<file path="config.mk">
export PLATFORM = sky130hd
export DESIGN_NAME = mem_stream_ctrl_flat
export DESIGN_NICKNAME = d
export VERILOG_FILES = /design/src/rtl/mem_stream_pkg.sv /design/src/rtl/mem_stream_ctrl_if.sv /design/src/rtl/mem_stream_fifo.sv /design/src/rtl/mem_stream_ctrl.sv /design/src/flat_wrapper.sv
export SDC_FILE = /design/constraint.sdc
export NUM_CORES = 1
export LEC_CHECK = 0
export BUFFER_PORTS_ARGS = -buffer_cell sky130_fd_sc_hd__buf_2
export CORE_MARGIN = 2
export CORE_UTILIZATION = 58
export DETAILED_ROUTE_END_ITERATION = 6
export PLACE_DENSITY = 0.81
export SLEW_MARGIN = 5
export SYNTH_ARGS = -nofsm -noshare
export SYNTH_HDL_FRONTEND = slang
export SYNTH_HIERARCHICAL = 1
export SYNTH_SLANG_ARGS = --single-unit
</file>
<file path="constraint.sdc">
create_clock -name S_AXI_ACLK -period 9.06 [get_ports S_AXI_ACLK]
set_clock_uncertainty 0.15 [all_clocks]
set_input_delay 2.718 -clock S_AXI_ACLK [delete_from_list [all_inputs] [get_ports S_AXI_ACLK]]
set_output_delay 2.718 -clock S_AXI_ACLK [all_outputs]
set_load 0.05 [all_outputs]
</file>
<file path="src/rtl/mem_stream_pkg.sv">
// Shared types and constants for the buffer-to-stream read sequencer.
package mem_stream_pkg;

  localparam int unsigned AW_DEF  = 8;
  localparam int unsigned DW_DEF  = 32;
  localparam int unsigned MAX_LEN = 256;

  typedef enum logic [1:0] {
    IDLE  = 2'd0,
    RUN   = 2'd1,
    DRAIN = 2'd2,
    DONE  = 2'd3
  } state_t;

  // A transfer must move between 1 and MAX_LEN words.
  function automatic logic len_legal(input int unsigned len);
    return (len >= 1) && (len <= MAX_LEN);
  endfunction

endpackage

</file>
<file path="src/rtl/mem_stream_ctrl_if.sv">
// AXI-Stream master/slave bundle carrying the buffer words out.
interface mem_stream_ctrl_if #(
  parameter int unsigned DW = 32
) ();

  logic [DW-1:0] tdata;
  logic          tvalid;
  logic          tlast;
  logic          tready;

  modport master (output tdata, output tvalid, output tlast, input tready);
  modport slave  (input tdata, input tvalid, input tlast, output tready);

endinterface

</file>
<file path="src/rtl/mem_stream_fifo.sv">
// Small synchronous FIFO holding {last, data}; flush empties it in one cycle.
module mem_stream_fifo #(
  parameter int unsigned DEPTH = 4,
  parameter int unsigned W     = 33
) (
  input  logic                         clk,
  input  logic                         rst,
  input  logic                         push,
  input  logic                         pop,
  input  logic                         flush,
  input  logic [W-1:0]                 din,
  output logic [W-1:0]                 dout,
  output logic [$clog2(DEPTH+1)-1:0]   count,
  output logic                         empty,
  output logic                         full
);

  localparam int unsigned PW = $clog2(DEPTH);
  localparam int unsigned CW = $clog2(DEPTH + 1);

  logic [W-1:0]  store [DEPTH];
  logic [PW-1:0] wr_ptr;
  logic [PW-1:0] rd_ptr;
  logic          do_push;
  logic          do_pop;

  assign empty   = (count == '0);
  assign full    = (count == CW'(DEPTH));
  assign do_push = push && !full;
  assign do_pop  = pop && !empty;
  assign dout    = store[rd_ptr];

  // Storage array; no reset needed because count gates visibility.
  always_ff @(posedge clk) begin
    if (do_push) begin
      store[wr_ptr] <= din;
    end
  end

  // Pointers and occupancy; flush behaves like reset.
  always_ff @(posedge clk) begin
    if (rst || flush) begin
      wr_ptr <= '0;
      rd_ptr <= '0;
      count  <= '0;
    end else begin
      if (do_push) wr_ptr <= wr_ptr + PW'(1);
      if (do_pop)  rd_ptr <= rd_ptr + PW'(1);
      case ({do_push, do_pop})
        2'b10:   count <= count + CW'(1);
        2'b01:   count <= count - CW'(1);
        default: count <= count;
      endcase
    end
  end

endmodule

</file>
<file path="src/rtl/mem_stream_ctrl.sv">
// Walks an address window of the word buffer and streams the words out with TLAST.
module mem_stream_ctrl
  import mem_stream_pkg::*;
#(
  parameter int unsigned FIFO_DEPTH = 4,
  parameter int unsigned AW         = AW_DEF,
  parameter int unsigned DW         = DW_DEF
) (
  input  logic          S_AXI_ACLK,
  input  logic          S_AXI_ARESET,
  input  logic          cfg_start,
  input  logic          cfg_abort,
  input  logic [AW-1:0] cfg_base,
  input  logic [AW:0]   cfg_len,
  input  logic          host_busy,
  output logic          mem_rd_en,
  output logic [AW-1:0] mem_rd_addr,
  input  logic [DW-1:0] mem_rd_data,
  mem_stream_ctrl_if.master m_axis,
  output logic          sts_busy,
  output logic          sts_done,
  output logic          sts_err
);

  localparam int unsigned LW = AW + 1;
  localparam int unsigned CW = $clog2(FIFO_DEPTH + 1);
  localparam int unsigned FW = DW + 1;

  state_t        state;
  state_t        state_nx;
  logic [AW-1:0] addr;
  logic [LW-1:0] rem;
  logic          pend;
  logic          pend_last;
  logic [1:0]    inflight;
  logic          err;

  logic [CW-1:0] fifo_count;
  logic          fifo_empty;
  logic          fifo_full;
  logic [FW-1:0] fifo_dout;

  logic issue_c;
  logic start_ok_c;
  logic start_bad_c;
  logic abort_c;
  logic push_c;
  logic pop_c;

  // Issue credit, command decode and FIFO handshakes.
  always_comb begin
    issue_c     = 1'b0;
    start_ok_c  = 1'b0;
    start_bad_c = 1'b0;
    abort_c     = cfg_abort && ((state == RUN) || (state == DRAIN));
    push_c      = pend;
    pop_c       = !fifo_empty && m_axis.tready;
    if (state == RUN) begin
      issue_c = (rem != '0) && !host_busy && !fifo_full &&
                ((32'(fifo_count) + 32'(inflight)) < FIFO_DEPTH);
    end
    if ((state == IDLE) && cfg_start && !cfg_abort) begin
      start_ok_c  = len_legal(32'(cfg_len));
      start_bad_c = !len_legal(32'(cfg_len));
    end
  end

  // State register.
  always_ff @(posedge S_AXI_ACLK) begin
    if (S_AXI_ARESET) state <= IDLE;
    else              state <= state_nx;
  end

  // Next-state logic; abort wins over everything in an active transfer.
  always_comb begin
    state_nx = state;
    case (state)
      IDLE: begin
        if (start_ok_c)       state_nx = RUN;
        else if (start_bad_c) state_nx = DONE;
      end
      RUN: begin
        if (abort_c)                               state_nx = IDLE;
        else if (issue_c && (rem == LW'(1)))       state_nx = DRAIN;
      end
      DRAIN: begin
        if (abort_c)                               state_nx = IDLE;
        else if ((inflight == 2'd0) && fifo_empty) state_nx = DONE;
      end
      DONE:    state_nx = IDLE;
      default: state_nx = IDLE;
    endcase
  end

  // Address walk, remaining count, read-return tracking and sticky error.
  always_ff @(posedge S_AXI_ACLK) begin
    if (S_AXI_ARESET) begin
      addr      <= '0;
      rem       <= '0;
      pend      <= 1'b0;
      pend_last <= 1'b0;
      inflight  <= 2'd0;
      err       <= 1'b0;
    end else begin
      if (start_ok_c) begin
        addr <= cfg_base;
        rem  <= cfg_len;
        err  <= 1'b0;
      end else if (start_bad_c) begin
        err <= 1'b1;
      end
      if (issue_c) begin
        addr      <= addr + AW'(1);
        rem       <= rem - LW'(1);
        pend_last <= (rem == LW'(1));
      end
      pend <= issue_c && !abort_c;
      if (abort_c) begin
        inflight <= 2'd0;
      end else begin
        case ({issue_c, push_c})
          2'b10:   inflight <= inflight + 2'd1;
          2'b01:   inflight <= inflight - 2'd1;
          default: inflight <= inflight;
        endcase
      end
    end
  end

  mem_stream_fifo #(
    .DEPTH (FIFO_DEPTH),
    .W     (FW)
  ) u_fifo (
    .clk   (S_AXI_ACLK),
    .rst   (S_AXI_ARESET),
    .push  (push_c),
    .pop   (pop_c),
    .flush (abort_c),
    .din   ({pend_last, mem_rd_data}),
    .dout  (fifo_dout),
    .count (fifo_count),
    .empty (fifo_empty),
    .full  (fifo_full)
  );

  assign mem_rd_en     = issue_c;
  assign mem_rd_addr   = addr;
  assign m_axis.tvalid = !fifo_empty;
  assign m_axis.tdata  = fifo_empty ? '0 : fifo_dout[DW-1:0];
  assign m_axis.tlast  = !fifo_empty && fifo_dout[DW];
  assign sts_busy      = (state == RUN) || (state == DRAIN);
  assign sts_done      = (state == DONE);
  assign sts_err       = err;

endmodule

</file>
<file path="src/flat_wrapper.sv">
// flat-port wrapper written by rule: the top's interface ports become plain ports
module mem_stream_ctrl_flat import mem_stream_pkg::*;
#(
  parameter int unsigned FIFO_DEPTH = 4,
  parameter int unsigned AW         = AW_DEF,
  parameter int unsigned DW         = DW_DEF
)
  (S_AXI_ACLK, S_AXI_ARESET, cfg_start, cfg_abort, cfg_base, cfg_len, host_busy, mem_rd_en, mem_rd_addr, mem_rd_data, sts_busy, sts_done, sts_err, m_axis_tdata, m_axis_tvalid, m_axis_tlast, m_axis_tready);
  mem_stream_ctrl_if #(.DW(DW)) m_axis_i ();
  input  logic S_AXI_ACLK;
  input  logic S_AXI_ARESET;
  input  logic cfg_start;
  input  logic cfg_abort;
  input  logic [AW-1:0] cfg_base;
  input  logic [AW:0] cfg_len;
  input  logic host_busy;
  output logic mem_rd_en;
  output logic [AW-1:0] mem_rd_addr;
  input  logic [DW-1:0] mem_rd_data;
  output logic sts_busy;
  output logic sts_done;
  output logic sts_err;
  output wire logic [$bits(m_axis_i.tdata)-1:0] m_axis_tdata;
  output wire logic [$bits(m_axis_i.tvalid)-1:0] m_axis_tvalid;
  output wire logic [$bits(m_axis_i.tlast)-1:0] m_axis_tlast;
  input wire logic [$bits(m_axis_i.tready)-1:0] m_axis_tready;
  assign m_axis_tdata = m_axis_i.tdata;
  assign m_axis_tvalid = m_axis_i.tvalid;
  assign m_axis_tlast = m_axis_i.tlast;
  assign m_axis_i.tready = m_axis_tready;
  mem_stream_ctrl #(.FIFO_DEPTH(FIFO_DEPTH), .AW(AW), .DW(DW)) u_core (.S_AXI_ACLK(S_AXI_ACLK), .S_AXI_ARESET(S_AXI_ARESET), .cfg_start(cfg_start), .cfg_abort(cfg_abort), .cfg_base(cfg_base), .cfg_len(cfg_len), .host_busy(host_busy), .mem_rd_en(mem_rd_en), .mem_rd_addr(mem_rd_addr), .mem_rd_data(mem_rd_data), .m_axis(m_axis_i), .sts_busy(sts_busy), .sts_done(sts_done), .sts_err(sts_err));
endmodule
</file>
==> results.toml <==
[synth]
syn-num-nets = 522
synthArstFlopShare_pct = 0
yosys-top-cells-area = "edfxtp_1, mux4_2, dfxtp_1"
seq_area_frac_synth_pct = 66.53
synth.distinct_cells = 52
netlist_instances = 451
syn_area_sq_um = 6950
ys_warn_count = 6
synth_ff_type = "edfxtp_1"
synth_edf_count = 132
synth_seq_cells = 165
synth_largest_area_cell = "edfxtp_1"
avgSynthCellArea_sq_um = 15.41
synth_top_area_share_pct = 57.03

[job]
cap_violations = 0

[clocking]
htree_num_levels = 4
cts_tree = "built"
clock_latency_ps = 420
cts_buffers = 17
root_buffer = "clkbuf_16"
cts.sink_count = 165
cts_setup_buffers = 0
postCtsHoldBufs = 0
path_clk_slew_ps = 60
clockBufferDepth = 2
post_cts_resized = 0

[floorplan]
initial_core_util_pct = 60.10
die_w_um = 113.5
core_area_sq_um = 11560
boundaryPins = 101
dieArea_sq_um = 12880
die_y_um = 113.5
placementRows = 39

[hold_path]
min_path_cells = 2
hold_class = "flip-flop to flip-flop"

[sta]
holdWs_ps = 315.7
finalHoldViolations = 0
setup_violations = 0
drv_slew = 0
fmax_ghz = 0.1455
rsz0062_at_grt = "no"
setup_ws_ps = 2189
final.period_utilization_pct = 75.84
finalSetupTns_ps = 0
relSlewSlack_pct = 39.45
tightest_slew_ps = 908.2
period_needed_ps = 6871

[pwr]
p_leak_nw = 2.884
ir_drop_v = 0.0001583
power_density_nw_per_um2 = 226.2

[placed_design]
place_ws_ps = 2188
dp_cells = 676
hpwlAfterDp_um = 8202
gp_congestion = 0.8610
io_buffer_count = 100

[routing]
finalWirelength_um = 13300
routedWlPerCell_um = 18.78
drt_iter0_drc = 401
via_per_inst = 5.864
drc_errors = 0
dr_total_vias = 4152
ant_nets = 0
firstDrtPassIters = 4

[worst_setup_path]
worstPathMaxFanout = 9
worstSetupStartpointType = "primary input"
crit_type = "primary input to output port"
max_stage_delay_ps = 340
cp_slowest_cell = "o21a_1"
cp-end-kind = "output port"
r2r_cells = 10
arrival_ps = 4000
crit_top_cell = "buf_2"
worst_ep_required_time_ps = 6190
cp_cell_sequence = "buf_2 > nor4_1 > and3_1 > o21a_1 > buf_2"
r2r_slack_ps = 6280

[layout]
fin_util_pct = 70.17
antenna_cells = 0
drive_gt1_share_pct = 32.04
areaGrowthSynthToFinish_pct = 16.76
finalNetCount = 623
final_cell_mix = "edfxtp_1, buf_2, nor2b_1, mux4_2, dfxtp_1"
final_cells = 708
layout_commonest_cell = "edfxtp_1"

[grt]
grt_start_max_net_pins = 39
grtUsageTotal_pct = 21.73
grt_pass1_wl_um = 21170
grt_overflow = 0
antenna_found_initial = 0
grt_pass1_vias = 4260

[status]
status = "finished clean"
report_power, final:
group	switching, mW	internal [mW]	leakage (nW)
registers	0.0244	0.847	1.46
logic	0.192	0.0964	1.16
clock network	0.276	0.401	0.267
total	0.491	1.34	2.88
flip-flops by register name, indices dropped and copies added (netlist names), named ones only:
register              flops
u_core/sts_err            1
u_core/inflight           2
u_core/rem                9
u_core/u_fifo/store     132
u_core/u_fifo/rd_ptr      2
u_core/state              2
u_core/pend               1
u_core/u_fifo/wr_ptr      2
u_core/u_fifo/count       3
u_core/mem_rd_addr        8
u_core/pend_last          1
cell type report:
cell class,instances,area [sq um]
multi-input combinational,249,2162
fill,777,3450
inverter,16,60.06
timing repair buffer,103,523.0
tap,143,178.9
clock buffer,17,425.4
clock inverter,15,138.9
sequential,165,4627
through the flow:
| step | total power, mW | cell area, sq um |
|---|---|---|
| floorplan | 1.102 | 6950 |
| detailed placement | 1.171 | 7551 |
| global placement | 1.159 | 7551 |
| finish | 1.836 | 8115 |
| global route | 1.911 | 8115 |
| CTS | 1.850 | 8115 |
critical path: cells and delay by family:
family | cells | cell delay (ps)
buffers and inverters | 2 | 440
AO/OA/AOI/OAI | 1 | 340
AND/OR/NAND/NOR | 2 | 500
metal layers:
metal,global-route usage [%],share of wire (%)
met1,25.97,40
met2,38.52,53
met3,5.048,5.1
met4,8.374,1.7
met5,0,0
final timing paths:
path	startpoint	to
worst max-delay path	host_busy	mem_rd_en
worst min-delay path	u_core/sts_err	u_core/sts_err
worst max register to register	u_core/u_fifo/count[1]	u_core/rem[0]
worst min register to register	u_core/sts_err	u_core/sts_err
cells by family after synthesis:
group / synth area share [%]
simple gates: 10.80
compound gates: 5.707
xor+xnor: 0.6302
buf+inv: 2.502
mux: 10.84
fa+ha+maj: 2.988
flops: 66.53
synthesized netlist by cell type, types with 3 or more instances:
cell type / count
a211oi_1: 3
a21oi_1: 28
and2_1: 3
and3_1: 8
buf_2: 5
buf_4: 5
clkbuf_1: 8
dfxtp_1: 33
edfxtp_1: 132
ha_1: 15
inv_1: 16
mux4_2: 33
nand2_1: 10
nand2b_1: 4
nand3_1: 11
nand4_1: 4
nor2_1: 22
nor2b_1: 38
nor3_1: 7
nor3b_1: 4
nor4_1: 3
o21ai_0: 17
or3_1: 4
xor2_1: 3
No activity file was read; power rests on OpenSTA's default activity.
